## src/rtl/axi4_lite_slave.sv

```systemverilog
// -----------------------------------------------------------------------------
// axi4_lite_slave
//   AXI4-Lite slave holding four DATA_W-wide registers. The register index is
//   taken from address bits [3:2]; bits [1:0] are ignored. Full-word writes
//   only (no strobes); every response is OKAY.
//
//   The write and read paths each run their own two-state FSM, so a read and
//   a write can be in flight at the same time. AW and W are captured
//   independently, in either order or together. The register is updated on
//   the edge where the second half is captured.
//
// Ports
//   ACLK                     clock, rising edge
//   ARESETn                  asynchronous reset, active HIGH (despite the name)
//   AWADDR/AWVALID/AWREADY   write address channel
//   WDATA/WVALID/WREADY      write data channel
//   BRESP/BVALID/BREADY      write response channel
//   ARADDR/ARVALID/ARREADY   read address channel
//   RDATA/RRESP/RVALID/RREADY read data channel
//   slv_reg0..slv_reg3       live register contents
// -----------------------------------------------------------------------------
module axi4_lite_slave #(
  parameter int ADDR_W = 4,
  parameter int DATA_W = 32
) (
  input  logic              ACLK,
  input  logic              ARESETn,
  // write address channel
  input  logic [ADDR_W-1:0] AWADDR,
  input  logic              AWVALID,
  output logic              AWREADY,
  // write data channel
  input  logic [DATA_W-1:0] WDATA,
  input  logic              WVALID,
  output logic              WREADY,
  // write response channel
  output logic [1:0]        BRESP,
  output logic              BVALID,
  input  logic              BREADY,
  // read address channel
  input  logic [ADDR_W-1:0] ARADDR,
  input  logic              ARVALID,
  output logic              ARREADY,
  // read data channel
  output logic [DATA_W-1:0] RDATA,
  output logic [1:0]        RRESP,
  output logic              RVALID,
  input  logic              RREADY,
  // register contents
  output logic [DATA_W-1:0] slv_reg0,
  output logic [DATA_W-1:0] slv_reg1,
  output logic [DATA_W-1:0] slv_reg2,
  output logic [DATA_W-1:0] slv_reg3
);

  localparam logic [1:0] RESP_OKAY = 2'b00;

  typedef enum logic [0:0] {
    WR_IDLE = 1'b0,
    WR_RESP = 1'b1
  } wr_state_t;

  typedef enum logic [0:0] {
    RD_IDLE = 1'b0,
    RD_DATA = 1'b1
  } rd_state_t;

  // ---------------------------------------------------------------------------
  // Register file
  // ---------------------------------------------------------------------------
  logic [DATA_W-1:0] regs_r [4];

  logic              reg_we_s;
  logic [1:0]        reg_idx_s;
  logic [DATA_W-1:0] reg_data_s;

  // ---------------------------------------------------------------------------
  // Write path state
  // ---------------------------------------------------------------------------
  wr_state_t         wr_state_r, wr_state_s;
  logic              aw_done_r, aw_done_s;
  logic              w_done_r, w_done_s;
  logic [1:0]        awidx_r, awidx_s;     // only the index bits are kept
  logic [DATA_W-1:0] wdata_r, wdata_s;
  logic              awready_r, awready_s;
  logic              wready_r, wready_s;
  logic              bvalid_r, bvalid_s;
  logic              aw_hs_s, w_hs_s;

  // ---------------------------------------------------------------------------
  // Read path state
  // ---------------------------------------------------------------------------
  rd_state_t         rd_state_r, rd_state_s;
  logic              arready_r, arready_s;
  logic              rvalid_r, rvalid_s;
  logic [DATA_W-1:0] rdata_r, rdata_s;
  logic              ar_hs_s;

  // Address bits outside [3:2] carry no meaning for this block.
  logic              unused_addr_s;

  // Fold the ignored address bits together so they are consumed.
  assign unused_addr_s = ^{AWADDR, ARADDR};

  // Handshake decode from the registered READY flags.
  assign aw_hs_s = AWVALID & awready_r;
  assign w_hs_s  = WVALID  & wready_r;
  assign ar_hs_s = ARVALID & arready_r;

  // Write FSM next-state, capture and register-write decode.
  always_comb begin
    wr_state_s = wr_state_r;
    aw_done_s  = aw_done_r;
    w_done_s   = w_done_r;
    awidx_s    = awidx_r;
    wdata_s    = wdata_r;
    awready_s  = awready_r;
    wready_s   = wready_r;
    bvalid_s   = bvalid_r;
    reg_we_s   = 1'b0;
    reg_idx_s  = 2'b00;
    reg_data_s = '0;

    case (wr_state_r)
      WR_IDLE: begin
        // Each half is latched on its own handshake; the other half may
        // already be held from an earlier cycle.
        if (aw_hs_s) begin
          aw_done_s = 1'b1;
          awidx_s   = AWADDR[3:2];
        end else begin
          aw_done_s = aw_done_r;
          awidx_s   = awidx_r;
        end

        if (w_hs_s) begin
          w_done_s = 1'b1;
          wdata_s  = WDATA;
        end else begin
          w_done_s = w_done_r;
          wdata_s  = wdata_r;
        end

        // Both halves present (possibly just arrived): commit the write.
        if (aw_done_s && w_done_s) begin
          reg_we_s   = 1'b1;
          reg_idx_s  = awidx_s;
          reg_data_s = wdata_s;
          wr_state_s = WR_RESP;
          bvalid_s   = 1'b1;
          awready_s  = 1'b0;
          wready_s   = 1'b0;
        end else begin
          wr_state_s = WR_IDLE;
          bvalid_s   = 1'b0;
          awready_s  = ~aw_done_s;
          wready_s   = ~w_done_s;
        end
      end

      WR_RESP: begin
        awready_s = 1'b0;
        wready_s  = 1'b0;
        // bvalid_r is always set in this state, so BREADY alone completes it.
        if (BREADY) begin
          bvalid_s   = 1'b0;
          aw_done_s  = 1'b0;
          w_done_s   = 1'b0;
          wr_state_s = WR_IDLE;
          awready_s  = 1'b1;
          wready_s   = 1'b1;
        end else begin
          bvalid_s   = 1'b1;
          wr_state_s = WR_RESP;
        end
      end

      default: begin
        wr_state_s = WR_IDLE;
        aw_done_s  = 1'b0;
        w_done_s   = 1'b0;
        awready_s  = 1'b0;
        wready_s   = 1'b0;
        bvalid_s   = 1'b0;
      end
    endcase
  end

  // Write FSM state and write-channel output registers.
  always_ff @(posedge ACLK or posedge ARESETn) begin
    if (ARESETn) begin
      wr_state_r <= WR_IDLE;
      aw_done_r  <= 1'b0;
      w_done_r   <= 1'b0;
      awidx_r    <= 2'b00;
      wdata_r    <= '0;
      awready_r  <= 1'b0;
      wready_r   <= 1'b0;
      bvalid_r   <= 1'b0;
    end else begin
      wr_state_r <= wr_state_s;
      aw_done_r  <= aw_done_s;
      w_done_r   <= w_done_s;
      awidx_r    <= awidx_s;
      wdata_r    <= wdata_s;
      awready_r  <= awready_s;
      wready_r   <= wready_s;
      bvalid_r   <= bvalid_s;
    end
  end

  // Register file update; a same-edge read still sees the old value.
  always_ff @(posedge ACLK or posedge ARESETn) begin
    if (ARESETn) begin
      for (int i = 0; i < 4; i++) begin
        regs_r[i] <= '0;
      end
    end else if (reg_we_s) begin
      regs_r[reg_idx_s] <= reg_data_s;
    end
  end

  // Read FSM next-state and read-data capture.
  always_comb begin
    rd_state_s = rd_state_r;
    arready_s  = arready_r;
    rvalid_s   = rvalid_r;
    rdata_s    = rdata_r;

    case (rd_state_r)
      RD_IDLE: begin
        if (ar_hs_s) begin
          rdata_s    = regs_r[ARADDR[3:2]];
          rvalid_s   = 1'b1;
          arready_s  = 1'b0;
          rd_state_s = RD_DATA;
        end else begin
          rvalid_s   = 1'b0;
          arready_s  = 1'b1;
          rd_state_s = RD_IDLE;
        end
      end

      RD_DATA: begin
        // RDATA is held untouched until the master accepts it.
        if (RREADY) begin
          rvalid_s   = 1'b0;
          arready_s  = 1'b1;
          rd_state_s = RD_IDLE;
        end else begin
          rvalid_s   = 1'b1;
          arready_s  = 1'b0;
          rd_state_s = RD_DATA;
        end
      end

      default: begin
        rd_state_s = RD_IDLE;
        rvalid_s   = 1'b0;
        arready_s  = 1'b0;
      end
    endcase
  end

  // Read FSM state and read-channel output registers.
  always_ff @(posedge ACLK or posedge ARESETn) begin
    if (ARESETn) begin
      rd_state_r <= RD_IDLE;
      arready_r  <= 1'b0;
      rvalid_r   <= 1'b0;
      rdata_r    <= '0;
    end else begin
      rd_state_r <= rd_state_s;
      arready_r  <= arready_s;
      rvalid_r   <= rvalid_s;
      rdata_r    <= rdata_s;
    end
  end

  assign AWREADY  = awready_r;
  assign WREADY   = wready_r;
  assign BVALID   = bvalid_r;
  assign BRESP    = RESP_OKAY;
  assign ARREADY  = arready_r;
  assign RVALID   = rvalid_r;
  assign RDATA    = rdata_r;
  assign RRESP    = RESP_OKAY;

  assign slv_reg0 = regs_r[0];
  assign slv_reg1 = regs_r[1];
  assign slv_reg2 = regs_r[2];
  assign slv_reg3 = regs_r[3];

endmodule

```

## config.mk

```make
export PLATFORM = sky130hd
export DESIGN_NAME = axi4_lite_slave
export DESIGN_NICKNAME = d
export VERILOG_FILES = /design/src/rtl/axi4_lite_slave.sv
export SDC_FILE = /design/constraint.sdc
export NUM_CORES = 1
export LEC_CHECK = 0
export ABC_AREA = 0
export CAP_MARGIN = 20
export CORE_ASPECT_RATIO = 1.75
export CORE_MARGIN = 1.5
export CORE_UTILIZATION = 26
export DETAILED_ROUTE_END_ITERATION = 12
export PLACE_DENSITY = 0.5
export SLEW_MARGIN = 30
export SYNTH_ARGS = -nofsm -noshare
export SYNTH_HDL_FRONTEND = slang
export SYNTH_SLANG_ARGS = --single-unit
```

## constraint.sdc

```tcl
create_clock -name ACLK -period 6.5 [get_ports ACLK]
set_input_delay 0.65 -clock ACLK [delete_from_list [all_inputs] [get_ports ACLK]]
set_output_delay 0.65 -clock ACLK [all_outputs]
set_load 0.005 [all_outputs]
```

==> results.cfg <==
[status]
outcome = finished clean

[power_and_ir_drop]
p_int_mw = 4.57
leakagePower_nw = 5.00
p_switching_mw = 1.96
power_frac_comb_pct = 43.2
power_density_nw_per_um2 = 546
power_frac_seq_pct = 35.9
p_clk_share_pct = 20.9
switching_share_pct = 30.1
ir_worst_vdd_mv = 0.216

[timing]
worst_pin_slew_ns = 0.825
rsz0062_at_grt = false
setup_ws_ns = 3.74
drv_slew = 0
hold_violations = 0
fmax_mhz = 362
slew_headroom_pct = 45.0
setup_violations = 0
post-route-period-util_pct = 42.5
setup_tns_ns = 0
min_period_ns = 2.76
skew_ns = 0.0106

[grt]
antenna_found_initial = 0
grt_pass1_vias = 6039
grt_overflow = 0
grt_pass1_wl_mm = 38.3
grt_max_degree = 141
grt_usage_pct = 14.7

[clocking]
clk_pin_slew_ns = 0.07
cts_buffers = 22
cts_num_sinks = 201
cts_setup_buffers = 0
cts_tree = built
cts_hold_buffers = 0
htree_levels = 1
clk_latency_ns = 0.52
root_buffer = clkbuf_16
cts_resized = 0
clock_path_buffers = 3

[detailed_routing]
drt_iter0_markers = 142
drc_errors = 0
antenna_left = 0
vias_per_cell = 4.63
dr.pass1.iters = 4
routed_wl_mm = 25.6
vias = 5334
wl_per_cell_um = 22.2

[floorplan]
fp.dieH_um = 246
initial_core_util_pct = 26.5
io_pins = 216
die-area_um2 = 34800
coreArea_um2 = 33000
die_x_um = 142
row_count = 88

[worst_setup_path]
cp-start-kind = register
crit_type = register to output port
path_buf_inv = 2
path_delay_family = buffers and inverters
required_ns = 5.85
cp.arrival_ns = 2.11
crit_chain = buf_4, clkdlybuf4s50_1
crit_path_max_incr_delay_ns = 0.63
slowest_stage = clkdlybuf4s50_1
end_kind = output port
critPathMaxFanout = 41

[synth]
synth_edf_count = 0
synthFlopType = dfrtp_1
synth.area.top_cells = dfrtp_1, mux2_2, mux4_2, buf_6, mux2_4
synth_warnings = 0
synth_area_leader_cell = dfrtp_1
synth_cell_types = 22
synth_common_cells = mux2_2, dfrtp_1, mux4_2
synthCells = 521
async_flop_share_pct = 100
synth.most_common_cell = mux2_2
avgSynthCellArea_um2 = 16.8
seq_area_frac_synth_pct = 57.5
syn_area_um2 = 8750
netlist.area_leader.share_pct = 57.5
ys_ff_latch = 201

[flow_run]
drv_cap = 0

[final_layout]
regArea_um2 = 5030
multi_input_area_um2 = 3480
insertedDiodeCount = 0
synthToLayoutAreaGrowth_pct = 36.7
nets = 777
nFillCells = 3204
fin_area_um2 = 12000
drive_above_1_share_pct = 42.0

[worst_hold_path]
hp-class = register to register

[placed_design]
dpl.hpwl_mm = 16.9
place_ws_ns = 3.28
io_buffer_count = 207
dpl_cell_area_um2 = 11200
gp_congestion = 0.723
-- worst paths after layout --
kind,startpoint,end,slack (ns),cells past startpoint
setup / recovery,BVALID,BVALID,3.74,2
hold / removal,w_done_r,w_done_r,0.49,2
setup reg to reg,AWREADY,slv_reg0[12],4.06,5
hold reg to reg,w_done_r,w_done_r,0.49,2
max in group asynchronous,ARESETn,RDATA[17],4.49,3
min in group asynchronous,ARESETn,RDATA[26],0.63,2
-- per-layer routing --
| layer | GRT usage, % | share of wire, % |
|---|---|---|
| met1 | 15.3 | 36 |
| met2 | 29.1 | 57 |
| met3 | 2.65 | 4.6 |
| met4 | 4.61 | 2.2 |
| met5 | 0 | 0 |
-- worst reg2reg max path, delay by kind of cell, from the launching register on --
family                 cells  cell delay (ns)
muxes                      2             0.67
and+or+nand+nor            2             0.75
DFF                        1             0.40
buffers and inverters      1             0.50
-- cell families after synthesis --
family,Yosys count,synth area share [%]
AOI/OAI and AO/OA,7,0.457
buffers and inverters,38,2.94
DFF,201,57.5
muxes,263,38.2
other,1,0.0428
and+or+nand+nor,11,0.915
-- power by group through the flow --
stage | clock network [mW] | registers, mW | logic (mW)
floorplan | 0 | 2.28 | 1.44
global route | 1.46 | 2.43 | 3.03
global placement | 0 | 2.32 | 2.82
finish | 1.37 | 2.34 | 2.82
CTS | 1.42 | 2.35 | 2.90
detailed placement | 0 | 2.37 | 2.89
-- per-stage QoR --
stage	total power [mW]	hold WS, ns	std cells	utilization (%)
after global placement	5.14	0.465	1111	33.8
final	6.53	0.486	1151	36.2
after global routing	6.93	0.513	1151	36.2
after detailed placement	5.26	0.474	1111	33.8
after floorplan	3.72	0.449	524	-
after CTS	6.67	0.488	1151	36.2
-- cells in the final DEF, fill, tap and decap left out, types with 2 or more instances in the layout --
cell | netlist | routed
mux2_4 | 6 | 6
mux2_2 | 221 | 221
bufinv_16 | 0 | 4
mux4_2 | 32 | 32
inv_1 | 4 | 3
a21o_1 | 2 | 2
clkbuf_16 | 0 | 23
conb_1 | 1 | 4
dfrtp_1 | 201 | 200
nand3_2 | 4 | 5
nand2_1 | 4 | 3
clkinv_2 | 0 | 3
mux2_1 | 2 | 2
clkdlybuf4s50_1 | 0 | 205
o21ai_0 | 2 | 2
clkbuf_1 | 6 | 6
mux2i_1 | 2 | 2
clkbuf_8 | 0 | 3
buf_4 | 4 | 10
a21oi_1 | 3 | 3
-- state kept, by name, indices dropped and copies added, names as in the netlist --
| signal | count |
|---|---|
| RDATA | 32 |
| slv_reg0 | 32 |
| slv_reg1 | 32 |
| slv_reg2 | 32 |
| slv_reg3 | 32 |
| wdata_r | 32 |
| awidx_r | 2 |
| ARREADY | 1 |
| AWREADY | 1 |
| BVALID | 1 |
| RVALID | 1 |
| WREADY | 1 |
| aw_done_r | 1 |
| w_done_r | 1 |
-- final cells by class --
cell class                 count  area share (%)
inverter                       4           0.230
sequential                   201            42.0
multi-input combinational    285            29.1
clock buffer                  32            5.34
tap                          405            4.23
clock inverter                 8            1.22
timing repair buffer         216            17.8
Power figures use the tool's default switching activity.
